--- src/rtl/div_unit_if.sv ---
// Handshake and operand bundle between the EX stage and the multi-cycle divider.
// The EX stage drives the master side; the divider presents the slave side.
interface div_unit_if #(
    parameter int WIDTH = 32
);
    logic                 start;
    logic                 signed_div;
    logic [WIDTH-1:0]     a;
    logic [WIDTH-1:0]     b;
    logic                 annul;
    logic                 div_stall;
    logic                 ready;
    logic [2*WIDTH-1:0]   result;

    modport master (
        output start, signed_div, a, b, annul,
        input  div_stall, ready, result
    );

    modport slave (
        input  start, signed_div, a, b, annul,
        output div_stall, ready, result
    );
endinterface

--- src/rtl/div_unit.sv ---
// Restoring radix-2 divider for DIV/DIVU: one quotient bit per cycle, result {HI, LO}.
//   state   | meaning
//   IDLE    | waiting for start; operands latched on acceptance
//   DIVZERO | divisor was zero; result = {a, all ones}, ready pulses
//   BUSY    | iterating one quotient bit per cycle, pipeline stalled
//   DONE    | sign-corrected result valid, ready pulses
module div_unit #(
    parameter int WIDTH = 32
) (
    input  logic       clk,
    input  logic       rst,
    div_unit_if.slave  bus
);
    localparam int CW = $clog2(WIDTH);
    localparam logic [CW-1:0] LAST_COUNT = CW'(WIDTH - 1);

    typedef enum logic [1:0] {IDLE, DIVZERO, BUSY, DONE} stateType;

    stateType             state;
    stateType             nextState;
    logic [CW-1:0]        count;
    logic [2*WIDTH:0]     shiftReg;
    logic [WIDTH-1:0]     divisor;
    logic                 qNeg;
    logic                 rNeg;
    logic [2*WIDTH-1:0]   resultReg;

    logic                 accept;
    logic                 bZero;
    logic [WIDTH-1:0]     aMag;
    logic [WIDTH-1:0]     bMag;
    logic [2*WIDTH:0]     shifted;
    logic [WIDTH+1:0]     diff;
    logic [2*WIDTH:0]     stepSr;
    logic [WIDTH-1:0]     quo;
    logic [WIDTH-1:0]     rem;
    logic [WIDTH-1:0]     quoFix;
    logic [WIDTH-1:0]     remFix;

    assign accept = (state == IDLE) && bus.start && !bus.annul;
    assign bZero  = (bus.b == '0);
    assign aMag   = (bus.signed_div && bus.a[WIDTH-1]) ? -bus.a : bus.a;
    assign bMag   = (bus.signed_div && bus.b[WIDTH-1]) ? -bus.b : bus.b;

    // One restoring step; the final step feeds the result register directly.
    always_comb begin
        shifted = shiftReg << 1;
        diff    = {1'b0, shifted[2*WIDTH:WIDTH]} - {2'b00, divisor};
        if (!diff[WIDTH+1]) begin
            stepSr = {diff[WIDTH:0], shifted[WIDTH-1:1], 1'b1};
        end else begin
            stepSr = shifted;
        end
        quo    = stepSr[WIDTH-1:0];
        rem    = stepSr[2*WIDTH-1:WIDTH];
        quoFix = qNeg ? -quo : quo;
        remFix = rNeg ? -rem : rem;
    end

    always_ff @(posedge clk or posedge rst) begin
        if (rst) begin
            state <= IDLE;
        end else begin
            state <= nextState;
        end
    end

    always_comb begin
        nextState = state;
        unique case (state)
            IDLE: begin
                if (accept) begin
                    nextState = bZero ? DIVZERO : BUSY;
                end
            end
            BUSY: begin
                if (bus.annul) begin
                    nextState = IDLE;
                end else if (count == LAST_COUNT) begin
                    nextState = DONE;
                end
            end
            DONE:    nextState = IDLE;
            DIVZERO: nextState = IDLE;
            default: nextState = IDLE;
        endcase
    end

    always_comb begin
        bus.div_stall = (accept && !bZero) || (state == BUSY);
        bus.ready     = (state == DONE) || (state == DIVZERO);
    end

    always_ff @(posedge clk or posedge rst) begin
        if (rst) begin
            count     <= '0;
            shiftReg  <= '0;
            divisor   <= '0;
            qNeg      <= 1'b0;
            rNeg      <= 1'b0;
            resultReg <= '0;
        end else if (accept) begin
            if (bZero) begin
                resultReg <= {bus.a, {WIDTH{1'b1}}};
            end else begin
                shiftReg <= {{(WIDTH+1){1'b0}}, aMag};
                divisor  <= bMag;
                qNeg     <= bus.signed_div && (bus.a[WIDTH-1] ^ bus.b[WIDTH-1]);
                rNeg     <= bus.signed_div && bus.a[WIDTH-1];
                count    <= '0;
            end
        end else if ((state == BUSY) && !bus.annul) begin
            shiftReg <= stepSr;
            count    <= count + 1'b1;
            if (count == LAST_COUNT) begin
                resultReg <= {remFix, quoFix};
            end
        end
    end

    assign bus.result = resultReg;
endmodule

--- src/flat_wrapper.sv ---
// flat-port wrapper written by rule: the top's interface ports become plain ports
module div_unit_flat 
#(
    parameter int WIDTH = 32
)
  (clk, rst, bus_start, bus_signed_div, bus_a, bus_b, bus_annul, bus_div_stall, bus_ready, bus_result);
  div_unit_if #(.WIDTH(WIDTH)) bus_i ();
  input  logic clk;
  input  logic rst;
  input wire logic [$bits(bus_i.start)-1:0] bus_start;
  input wire logic [$bits(bus_i.signed_div)-1:0] bus_signed_div;
  input wire logic [$bits(bus_i.a)-1:0] bus_a;
  input wire logic [$bits(bus_i.b)-1:0] bus_b;
  input wire logic [$bits(bus_i.annul)-1:0] bus_annul;
  output wire logic [$bits(bus_i.div_stall)-1:0] bus_div_stall;
  output wire logic [$bits(bus_i.ready)-1:0] bus_ready;
  output wire logic [$bits(bus_i.result)-1:0] bus_result;
  assign bus_i.start = bus_start;
  assign bus_i.signed_div = bus_signed_div;
  assign bus_i.a = bus_a;
  assign bus_i.b = bus_b;
  assign bus_i.annul = bus_annul;
  assign bus_div_stall = bus_i.div_stall;
  assign bus_ready = bus_i.ready;
  assign bus_result = bus_i.result;
  div_unit #(.WIDTH(WIDTH)) u_core (.clk(clk), .rst(rst), .bus(bus_i));
endmodule
--- config.mk ---
export PLATFORM = sky130hd
export DESIGN_NAME = div_unit_flat
export DESIGN_NICKNAME = d
export VERILOG_FILES = /design/src/rtl/div_unit_if.sv /design/src/rtl/div_unit.sv /design/src/flat_wrapper.sv
export SDC_FILE = /design/constraint.sdc
export NUM_CORES = 1
export LEC_CHECK = 0
export ABC_AREA = 1
export BUFFER_PORTS_ARGS = -buffer_cell sky130_fd_sc_hd__buf_2
export CAP_MARGIN = 10
export CELL_PAD_IN_SITES_DETAIL_PLACEMENT = 1
export CELL_PAD_IN_SITES_GLOBAL_PLACEMENT = 1
export CORE_UTILIZATION = 45
export DETAILED_ROUTE_END_ITERATION = 12
export PLACE_DENSITY = 0.84
export SLEW_MARGIN = 20
export SYNTH_ARGS = -nofsm -noshare
export SYNTH_HDL_FRONTEND = slang
export SYNTH_SLANG_ARGS = --single-unit
--- constraint.sdc ---
create_clock -name clk -period 9.8 [get_ports clk]
set_input_delay 1.47 -clock clk [delete_from_list [all_inputs] [get_ports clk]]
set_output_delay 1.47 -clock clk [all_outputs]
set_load 0.03 [all_outputs]
# [After elaboration in Yosys (flattened, before gate mapping)]
# Index checks and enable logic that the tools add are counted.
[totals] ff_bits=169 in_bits=69 out_inout_bits=66 wordCells=63
[op_classes] add_sub_neg=6 eq_ne=8 n_mux=20 bitwise=2 reduce_logical=20
[ops] op="2-to-1 mux 64 bit" count=8
[ops] op="2-to-1 mux 32 bit" count=4
[ops] op="negation 32 bit" count=4
[ops] op="subtractor 33 x 32 -> 34 bit" count=1
[ops] op="zero test 32 bit" count=1
[ops] op="2-to-1 mux 5 bit" count=3
[ops] op="2-to-1 mux 2 bit" count=4
[ops] op="logical AND 1 bit" count=7
[ops] op="case mux 2 bit (3 select lines)" count=1
[ops] op="AND reduction 2 bit" count=3
[ops] op="adder 5 x 1 -> 5 bit (second input constant)" count=1
[ops] op="equality test 5 bit (second input constant)" count=1
[ops] op="equality test 2 bit (second input constant)" count=2
[ops] op="!= test 2 bit (second input constant)" count=2
[ops] op="nonzero test 2 bit" count=2
[ops] op="!= test 3 x 2 -> 1 bit (second input constant)" count=1
[ops] op="AND reduction 3 bit" count=1
[ops] op="equality test 2 x 1 -> 1 bit (second input constant)" count=1
[ops] op="zero test 1 bit" count=2
[ops] op="zero test 2 bit" count=1
[ops] op="logical OR 1 bit" count=2
[ops] op="!= test 2 x 1 -> 1 bit (second input constant)" count=1
[ops] op="OR reduction 2 bit" count=1
[ops] op="NOT 1 bit" count=1
[ops] op="XOR 1 bit" count=1

# [Logic depth before layout (Yosys ltp)]
[depth] ltp_word=7 depth_mapped=33 depth_no_buf=31

# [Worst setup path before layout]
# No wires, ideal clock.
[synth_timing] kind="input-to-output" from="input port bus_b[0]" to="output port bus_div_stall" t_arrival_ns=3.153 required_time_ns=8.330 path_slack_ns=5.177 stages=9 n_path_buf=1 cell_sequence="inv_1 ha_1 nand4_1 nor3_2 nand4_1 or3_1 nand2_1 clkbuf_1 o21ai_0"
[synth_between] elab_chain_len=4
[synth_rtl] item="start, declared" line_no="flat_wrapper.sv:13" rtl="input wire logic [$bits(bus_i.b)-1:0] bus_b;"
[synth_rtl] item="zero test 32 bit" line_no="div_unit.sv:41" rtl="assign bZero = (bus.b == '0);"
[synth_rtl] item="zero test 1 bit" line_no="div_unit.sv:90" rtl="bus.div_stall = (accept && !bZero) || (state == BUSY);"
[synth_rtl] item="logical AND 1 bit" line_no="div_unit.sv:90"
[synth_rtl] item="logical OR 1 bit" line_no="div_unit.sv:90"
[synth_rtl] item="end, declared" line_no="flat_wrapper.sv:15" rtl="output wire logic [$bits(bus_i.div_stall)-1:0] bus_div_stall;"
# Every way passes these cells.

# [Worst setup path in the final report]
[layout_timing] from="input port bus_start" to="output port bus_div_stall"
[layout_between] elab_chain_len=4
[layout_rtl] item="start, declared" line_no="flat_wrapper.sv:10" rtl="input wire logic [$bits(bus_i.start)-1:0] bus_start;"
[layout_rtl] item="logical AND 1 bit (2 in a row)" line_no="div_unit.sv:40" rtl="assign accept = (state == IDLE) && bus.start && !bus.annul;"
[layout_rtl] item="logical AND 1 bit" line_no="div_unit.sv:90"
[layout_rtl] item="logical OR 1 bit" line_no="div_unit.sv:90"
# Every way passes these cells.

==> run metrics <==
TritonCTS clock tree=yes; Sequential cell area=approximately 0.0042 mm²; core footprint=around 0.029 mm²; via count=14.5k; total track usage=0.344; #FFs+latches synth=approximately 170; cell with the most instances after synthesis=nand2_1; TritonRoute pass-1 iters=7; Vias/cell=5.68; Worst EP required=between 8000 and 9000 ps; initial antenna violation count=2; Initial DRC Count=around 1.1k; Die X-Extent=~170 µm; crit path from=bus_start; total gr overflow=0; Routed WL per cell=20.2 µm; Syn Area/Cell=between 6 and 7 µm²; Post-synth EDFFs=0; Mapped Cells=between 2k and 2.5k; Initial Utilization=0.461; Core Util, Final=0.511; Die ar.=~0.03 mm²; status=finished clean; area grow syn2layout=10.7%; fillers=3994; CP max FO=slightly below 70; vias in the first global route=between 10k and 15k; unique cell type count in the Yosys netlist=60; Synth Warn #=0; Reg-to-Reg Start=u_core.shiftReg[46]; post-synthesis async set-or-reset flop share=1.00; Leak Pwr=approximately 7.7 nW; CTS Buf Count=17; final setup fails=0; num rows=a little over 60; Peak VDD IR=around 0.22 mV; WP data arrival=about 4000 ps; RSZ-0062 raised after global routing=false; Seq/Total Area, Yosys=0.317; minimum clock period after layout=around 5500 ps; Buffers on Ports=134; multi-input logic area=around 0.0076 mm²; Final Hold Fails=0; Total Power=0.00574 W; largest net degree at the start of global routing=97; share of the synthesized area in the top cell type=0.317; Yosys top cell by area=dfrtp_1; fin crit share=0.563; drt total wl=approximately 51 mm; CTS max path bufs=2; critical hold path startpoint=u_core.bus.result[58]; Startpoint Class=input port; Post-CTS Hold Buffers=0; Root Driver=clkbuf_16; GPL Wtd Cong=0.956; Synth top cells by count=nand2_1, inv_1, nor2_1; Setup Buffers After CTS=0; critical path class=in -> out; reg2reg setup slack=~4700 ps; DRC viols=0; Pwr Density=388 mW/mm²; first-pass GRT wire length=about 81 mm; layout cells sized above 1=0.128; Reg clk slew, reported paths=~70 ps; top_reg_cell synth=dfrtp_1; fmax=181 MHz; ranking of synthesized cells by area=dfrtp_1, nand2_1, inv_1, nor2_1, nand3_1; Max Slew Vio Count=0; clock skew=approximately 11 ps; slew of the pin with the lowest slew margin=around 1100 ps; # resized after CTS=0; Max-cap violations=0; Clk Latency, worst-skew pair=between 400 and 500 ps; # IOs=around 140; Post-Syn Area=between 0.01 and 0.015 mm²; setup TNS=0 ps; DP Wirelength=about 39 mm; Nets=2261; H-tree levels=4; Hold Path Class=reg -> reg; Slew headroom=0.243; clk sinks=~170; Setup crit end kind=primary output; syn_nets=about 2.2k; Die Y-Extent=roughly 170 µm; antenna-violating nets left=0
==> stage by stage <==
step | setup slack, ps | cell area (µm²) | instances | hold WS [ps]
after global placement | 4330 | 14200 | 2518 | 460
after floorplan | 3750 | 13300 | 2056 | 453
final | 4280 | 14800 | 2550 | 477
after global routing | 4130 | 14800 | 2549 | 501
after detailed placement | 4370 | 14200 | 2518 | 460
after CTS | 4350 | 14800 | 2549 | 484
==> flip-flops by register name, summed over array words and instances, names as in the netlist <==
register / flops
u_core.bus.result: 64
u_core.state: 2
u_core.count: 5
u_core.rNeg: 1
u_core.shiftReg: 64
u_core.divisor: 32
u_core.qNeg: 1
==> worst max-delay path: stages <==
cell,delay [ps]
buf_2,100
inv_1,40
nor2_1,40
nand2_2,50
buf_4,620
clkinv_1,150
buf_4,350
nand2_2,180
buf_4,530
o21ai_0,190
buf_2,220
==> cell type report <==
type                            count  share of cell area
Timing Repair Buffer              147              0.0523
Clock buffer                       18              0.0291
Clock inverter                     13             0.00805
Sequential cell                   169               0.286
Antenna cell                        1            0.000169
Multi-Input combinational cell   1512               0.514
Inverter                          306              0.0781
Tap cell                          384              0.0325
==> layer usage <==
layer  routed length (µm)  vias up  global-route usage
li1                     -     6784                   -
met1                23400     7174               0.477
met2                23900      457               0.556
met3                 3050       65              0.0497
met4                 1060        0              0.0990
met5                    0        -                   0
==> cells by family (layout without fill, tap and decap cells) <==
| logic type | Yosys count | count (layout) | share of synthesized area |
|---|---|---|---|
| simple gates | 1110 | 1110 | 0.362 |
| other cells | 0 | 1 | 0 |
| xor+xnor | 49 | 49 | 0.0321 |
| flops | 169 | 169 | 0.317 |
| compound gates | 313 | 313 | 0.135 |
| buf+inv | 375 | 484 | 0.116 |
| mux | 1 | 1 | 0.000750 |
| fa+ha+maj | 39 | 39 | 0.0371 |
==> layout by cell type, fill, tap and decap left out, types with 5 or more instances in the layout <==
cell	synthesis	routed
o22ai_1	15	15
clkbuf_16	0	17
buf_4	5	12
nand3_2	12	12
o21ai_0	136	136
o211ai_1	15	15
nor4_1	7	7
nand2_2	25	27
nor3_1	22	22
nor2_2	19	19
nand2_1	601	599
or2_2	6	6
nand3_1	144	144
dfrtp_1	169	169
o31ai_1	11	11
a21oi_1	72	72
xor2_1	45	45
a31oi_1	24	24
nor2_1	218	218
nand4_1	23	23
inv_1	288	287
o221ai_1	9	9
buf_2	9	134
nand2_4	7	7
clkinv_1	7	6
ha_1	38	38
and2_1	7	7
inv_2	11	12
o21ai_1	6	5
nand3b_1	6	6
nor3_2	5	5
==> power by group <==
group	total (W)	switching [W]	leakage, nW	internal (W)
sequential	0.00117	0.000227	2.06	0.000938
combinational	0.00390	0.00277	5.38	0.00112
clock	0.000677	0.000326	0.265	0.000351
==> worst paths after layout <==
| kind | cells past startpoint | to |
|---|---|---|
| max | 11 | bus_div_stall |
| min | 2 | u_core.bus.result[58] |
| max reg2reg | 30 | u_core.bus.result[26] |
| min reg2reg | 2 | u_core.bus.result[58] |
| max in group asynchronous | 3 | u_core.divisor[29] |
| min in group asynchronous | 2 | u_core.bus.result[5] |
(Power assumes the default switching activity.)
